`config.mk`:
```
export PLATFORM = sky130hd
export DESIGN_NAME = mem_arbiter
export DESIGN_NICKNAME = d
export VERILOG_FILES = /design/src/rtl/skylark_mem_pkg.sv /design/src/rtl/mem_arb_wait_ctr.sv /design/src/rtl/mem_arbiter.sv
export SDC_FILE = /design/constraint.sdc
export NUM_CORES = 1
export LEC_CHECK = 0
export BUFFER_PORTS_ARGS = -buffer_cell sky130_fd_sc_hd__buf_2
export CAP_MARGIN = 5
export CORE_AREA = 4 4 91 93
export DETAILED_ROUTE_END_ITERATION = 10
export DIE_AREA = 0 0 95 97
export GPL_ROUTABILITY_DRIVEN = 0
export PLACE_DENSITY = 0.52
export SLEW_MARGIN = 25
export SYNTH_ARGS = -nofsm -noshare
export SYNTH_HDL_FRONTEND = slang
export SYNTH_HIERARCHICAL = 1
export SYNTH_SLANG_ARGS = --single-unit
export TNS_END_PERCENT = 100
```
`constraint.sdc`:
```
create_clock -name clk -period 3.54 [get_ports clk]
set_clock_uncertainty 0.05 [all_clocks]
set_input_delay 0.885 -clock clk [delete_from_list [all_inputs] [get_ports clk]]
set_output_delay 0.885 -clock clk [all_outputs]
set_load 0.005 [all_outputs]
```
`src/rtl/skylark_mem_pkg.sv`:
```
// Types and constants shared by the unified-memory arbiter and its helpers.
package skylark_mem_pkg;
    typedef enum logic [1:0] {OWN_NONE, OWN_I, OWN_D} resp_owner_t;

    localparam int WORD_BYTES = 4;
    localparam int BYTE_OFF_W = $clog2(WORD_BYTES);
endpackage

```
`src/rtl/mem_arb_wait_ctr.sv`:
```
// Saturating 4-bit count of consecutive denied fetch cycles; sat flags MAX_WAIT reached.
// Registered count, combinational sat; clr wins over inc.
module mem_arb_wait_ctr #(
    parameter int MAX_WAIT = 4
) (
    input  logic clk,
    input  logic reset,
    input  logic inc,
    input  logic clr,
    output logic sat
);
    localparam logic [3:0] MAX_CNT = 4'(MAX_WAIT);

    logic [3:0] r_cnt;

    always_ff @(posedge clk) begin
        if (reset || clr) begin
            r_cnt <= 4'd0;
        end else if (inc && (r_cnt != MAX_CNT)) begin
            r_cnt <= r_cnt + 4'd1;
        end
    end

    assign sat = (r_cnt == MAX_CNT);
endmodule

```
`src/rtl/mem_arbiter.sv`:
```
// Shares one single-port word memory between fetch (I) and data (D); grants are combinational, read data returns next cycle.
// D has priority with fetch aging by default; MEM_ARB_ROUND_ROBIN_EN alternates conflict winners instead.
module mem_arbiter
    import skylark_mem_pkg::*;
#(
    parameter int ADDR_W   = 6,
    parameter int MAX_WAIT = 4
) (
    input  logic              clk,
    input  logic              reset,
    input  logic              i_req,
    input  logic [31:0]       i_addr,
    output logic              i_gnt,
    output logic              i_rvalid,
    output logic [31:0]       i_rdata,
    input  logic              d_req,
    input  logic              d_we,
    input  logic [31:0]       d_addr,
    input  logic [31:0]       d_wdata,
    output logic              d_gnt,
    output logic              d_rvalid,
    output logic [31:0]       d_rdata,
    output logic              mem_en,
    output logic              mem_we,
    output logic [ADDR_W-1:0] mem_addr,
    output logic [31:0]       mem_wdata,
    input  logic [31:0]       mem_rdata
);
    localparam int AHI = ADDR_W + BYTE_OFF_W - 1;

    logic        w_run;
    logic        w_conflict;
    logic        w_i_pref;
    logic        w_unused;
    resp_owner_t r_resp_owner;

    assign w_run      = ~reset;
    assign w_conflict = i_req & d_req;

`ifdef MEM_ARB_ROUND_ROBIN_EN
    // Set when D won the most recent conflict; reset value lets D take the first one.
    logic r_last_d;

    always_ff @(posedge clk) begin
        if (reset) begin
            r_last_d <= 1'b0;
        end else if (w_conflict) begin
            r_last_d <= ~r_last_d;
        end
    end

    assign w_i_pref = r_last_d;
`else
    logic w_sat;

    mem_arb_wait_ctr #(
        .MAX_WAIT (MAX_WAIT)
    ) u_wait_ctr (
        .clk   (clk),
        .reset (reset),
        .inc   (i_req & ~i_gnt),
        .clr   (i_gnt | ~i_req),
        .sat   (w_sat)
    );

    assign w_i_pref = w_sat;
`endif

    assign i_gnt = w_run & i_req & (~d_req | w_i_pref);
    assign d_gnt = w_run & d_req & ~(i_req & w_i_pref);

    assign mem_en    = i_gnt | d_gnt;
    assign mem_we    = d_gnt & d_we;
    assign mem_wdata = d_gnt ? d_wdata : 32'd0;

    always_comb begin
        mem_addr = '0;
        if (i_gnt) begin
            mem_addr = i_addr[AHI:BYTE_OFF_W];
        end else if (d_gnt) begin
            mem_addr = d_addr[AHI:BYTE_OFF_W];
        end
    end

    always_ff @(posedge clk) begin
        if (reset) begin
            r_resp_owner <= OWN_NONE;
        end else if (i_gnt) begin
            r_resp_owner <= OWN_I;
        end else if (d_gnt && !d_we) begin
            r_resp_owner <= OWN_D;
        end else begin
            r_resp_owner <= OWN_NONE;
        end
    end

    // Gating with reset drops a response owed to a read granted just before reset.
    assign i_rvalid = w_run & (r_resp_owner == OWN_I);
    assign d_rvalid = w_run & (r_resp_owner == OWN_D);
    assign i_rdata  = i_rvalid ? mem_rdata : 32'd0;
    assign d_rdata  = d_rvalid ? mem_rdata : 32'd0;

    assign w_unused = ^{i_addr[31:AHI+1], i_addr[BYTE_OFF_W-1:0],
                        d_addr[31:AHI+1], d_addr[BYTE_OFF_W-1:0]};
endmodule

```
==> metrics.csv <==
metric,value,unit
worst hold path startpoint,u_wait_ctr/r_cnt[3],
htree depth,1,
root buffer cell,clkbuf_8,
clock share of power,33.7,%
# hold bufs at CTS,0,
final worst slack,0.6289,ns
initial antenna violation count,0,
Remaining DRCs,0,
Cell variety after synth,25,
CTS tree,built,
largest net degree at the start of global routing,36,
first-pass GRT wire length,7120,um
Sw Pwr,89.01,uW
vias in the first global route,1626,
crit start category,register,
Layout area overhead,94.01,%
Final Hold Viols,0,
Syn Nets,296,
worst hold stages,1,
GRT Util Overall,9.384,%
Die W,95,um
worst r2r src,u_wait_ctr/r_cnt[0],
die area,9215,um^2
Max Fclk,343.5,MHz
internal cell power,215.8,uW
CP Data Required Time,2.60,ns
"Seq/Total Area, Yosys",10.65,%
slowest CP cell,dfxtp_1,
CTS Sinks,6,
Row Count,32,
post-layout minimum cycle time,2.911,ns
I/O Pins,241,
Util after Layout,29.06,%
worst reg2reg endpoint,u_wait_ctr/r_cnt[3],
Crit path max-delay family,buffers and inverters,
CP Data Arrival Time,1.98,ns
fill count,839,
gr busiest metal,met2,
Via density,3.951,
Post-DP HPWL,4183,um
WL/cell,10.77,um
critical path endpoint category,output port,
clock-pin slew of the registers on the worst-case setup and hold paths,0.04,ns
GR Util met1,9.761,%
Slew @ Worst Pin,0.5151,ns
DRT iter0 DRCs,31,
share of cells above drive strength 1,58.72,%
relative slew slack,65.59,%
Post-CTS Resized,0,
Synth Area in Compound Gates,10.99,%
Antenna diodes,0,
crit-path max FO,35,
Starting Density,14.98,%
total overflow reported by the global router,0,
FF-to-FF path depth,10,
Max-Cap Viols,0,
buffers plus inverters on the worst setup path,4,
#FFs+latches synth,6,
Power Dens Cells,139.4,nW/um^2
post-synthesis mux area share,0,%
Skew-Pair Late Insertion Delay,0.22,ns
sequential share of power,23.2,%
Hold Crit Class,register to register,
total wire length,4803,um
Hold Path End,u_wait_ctr/r_cnt[3],
nets,481,
M2 GR Usage,17.73,%
post-route ant nets,0,
Die Y,97,um
Placement Setup Slack,0.7247,ns
drt pass-1 iters,4,
Synth Area in XOR/XNOR,0,%
"critical path, cell by cell","inv_1, ha_1, nand3b_1, inv_2, a211oi_4, buf_4, and2_1, buf_2",
YS warnings,6,
met3 Use GR,2.722,%
detailed-route via count,1762,
Lkg Pwr,1.379,nW
I/O Buffers,188,
Core Area,7527,um^2
synthesized area per cell,7.002,um^2
fin crit share,82.23,%
CTS Buffer Depth,2,
cell area after layout,2187,um^2
Post-Syn Area,1127,um^2
# Post-CTS Setup Buffers,0,
CTS Buf Count,3,
status,"complete, no violations",
flop2flop setup slack,1.46,ns
setup TNS,0,ns
Worst VDD drop,0.07881,mV
unrepaired setup endpoints after global routing,false,
Syn Inst Count,161,
Switching Share,29.20,%
DP Area,2146,um^2
total chip power,304.8,uW
Comb pwr share,43.1,%
Setup-failing EPs final,0,
Final Max Slew Viols,0,
area share of and/or/nand/nor cells after synthesis,67.70,%
largest family of logic cells by synthesized area,simple AND/OR/NAND/NOR gates,
CP peak stage delay,0.39,ns
Setup CP Type,register to output port,
Synth Area in Adders,2.220,%
-- synth_stat cells, drive strengths merged --
library cell   n  share of area, %
and2          97                54
nor2          11               3.7
buf           10               6.1
a32oi          6               4.7
dfxtp          6                11
inv            6               2.0
nor3b          4               3.6
a21boi         3               2.0
nand3          3               1.3
o21ai          3               1.3
ha             2               2.2
a211oi         1               1.8
a21oi          1              0.44
a31o           1              0.78
clkbuf         1              0.33
nand2b         1              0.56
nand3b         1              0.67
nand4          1               1.1
nor2b          1              0.56
nor4           1               1.1
nor4b          1               1.3
-- how the worst max path moves through the flow --
stage,start,endpoint,cells after the start
2_1_floorplan,d_req,mem_wdata[22],4
3_3_place_gp,reset,i_rdata[18],5
3_5_place_dp,reset,d_rdata[10],5
4_1_cts,u_wait_ctr/r_cnt[0],mem_wdata[26],8
5_1_grt,u_wait_ctr/r_cnt[0],mem_wdata[28],8
6_report,u_wait_ctr/r_cnt[0],mem_wdata[26],8
-- power by group through the flow --
stage / clock [mW] / combinational (mW) / sequential [mW]
2_1_floorplan: 0 / 0.0528 / 0.0713
3_5_place_dp: 0 / 0.133 / 0.0716
3_3_place_gp: 0 / 0.133 / 0.0716
5_1_grt: 0.112 / 0.148 / 0.0707
6_report: 0.103 / 0.131 / 0.0706
4_1_cts: 0.107 / 0.134 / 0.0705
-- cells in the final DEF, fill, tap and decap left out --
master / n
dfxtp_1: 6
ha_1: 2
a31o_1: 1
nand2b_1: 1
buf_2: 188
a211oi_4: 1
o21ai_0: 2
nor4b_2: 1
clkbuf_8: 3
buf_4: 3
inv_1: 4
o21ai_1: 1
nor3b_1: 2
nor2b_1: 1
inv_2: 2
a21boi_1: 3
nand3_1: 3
nor4_2: 1
and2_1: 97
a21oi_1: 1
a32oi_1: 6
nor2_1: 11
nand3b_1: 1
nand4_2: 1
nor3b_2: 2
-- cell type report --
type,instances,area (um^2),share of cell area (%)
Sequential cell,6,120.1,5.492
Multi-Input combinational cell,138,912.1,41.70
Timing Repair Buffer,191,963.4,44.05
Tap cell,102,127.6,5.835
Clock buffer,3,41.29,1.888
Inverter,6,22.52,1.030
-- metrics by stage --
step / hold slack [ns] / cells
after floorplan: 0.4343 / 161
after global placement: 0.4502 / 443
after detailed placement: 0.4585 / 443
after CTS: 0.4675 / 446
after global routing: 0.4939 / 446
final: 0.4712 / 446
-- registers in the layout (all words and copies together) (netlist names) --
register          cells
r_resp_owner          2
u_wait_ctr/r_cnt      4
-- routing by layer --
layer	vias up	part of all wire (%)
met5	-	0
met4	0	0.48
met3	3	17
met2	145	48
met1	735	34
li1	879	-
-- worst register-to-register path, stage by stage (launching register included) --
cell and delay, ns:
dfxtp_1 0.39, inv_1 0.08, ha_1 0.20, nand3b_1 0.13, inv_2 0.11, nor2_1 0.16
o21ai_0 0.17, inv_1 0.21, nand4_2 0.14, nor4b_2 0.26, a31o_1 0.12
-- cell families (layout without fill, tap and decap cells) --
kind of cell | Yosys count | count (layout)
AND/OR/NAND/NOR | 121 | 121
flip-flops | 6 | 6
adder cells (fa/ha/maj) | 2 | 2
AO/OA/AOI/OAI | 15 | 15
buffers and inverters | 17 | 200
(Power assumes the default switching activity.)
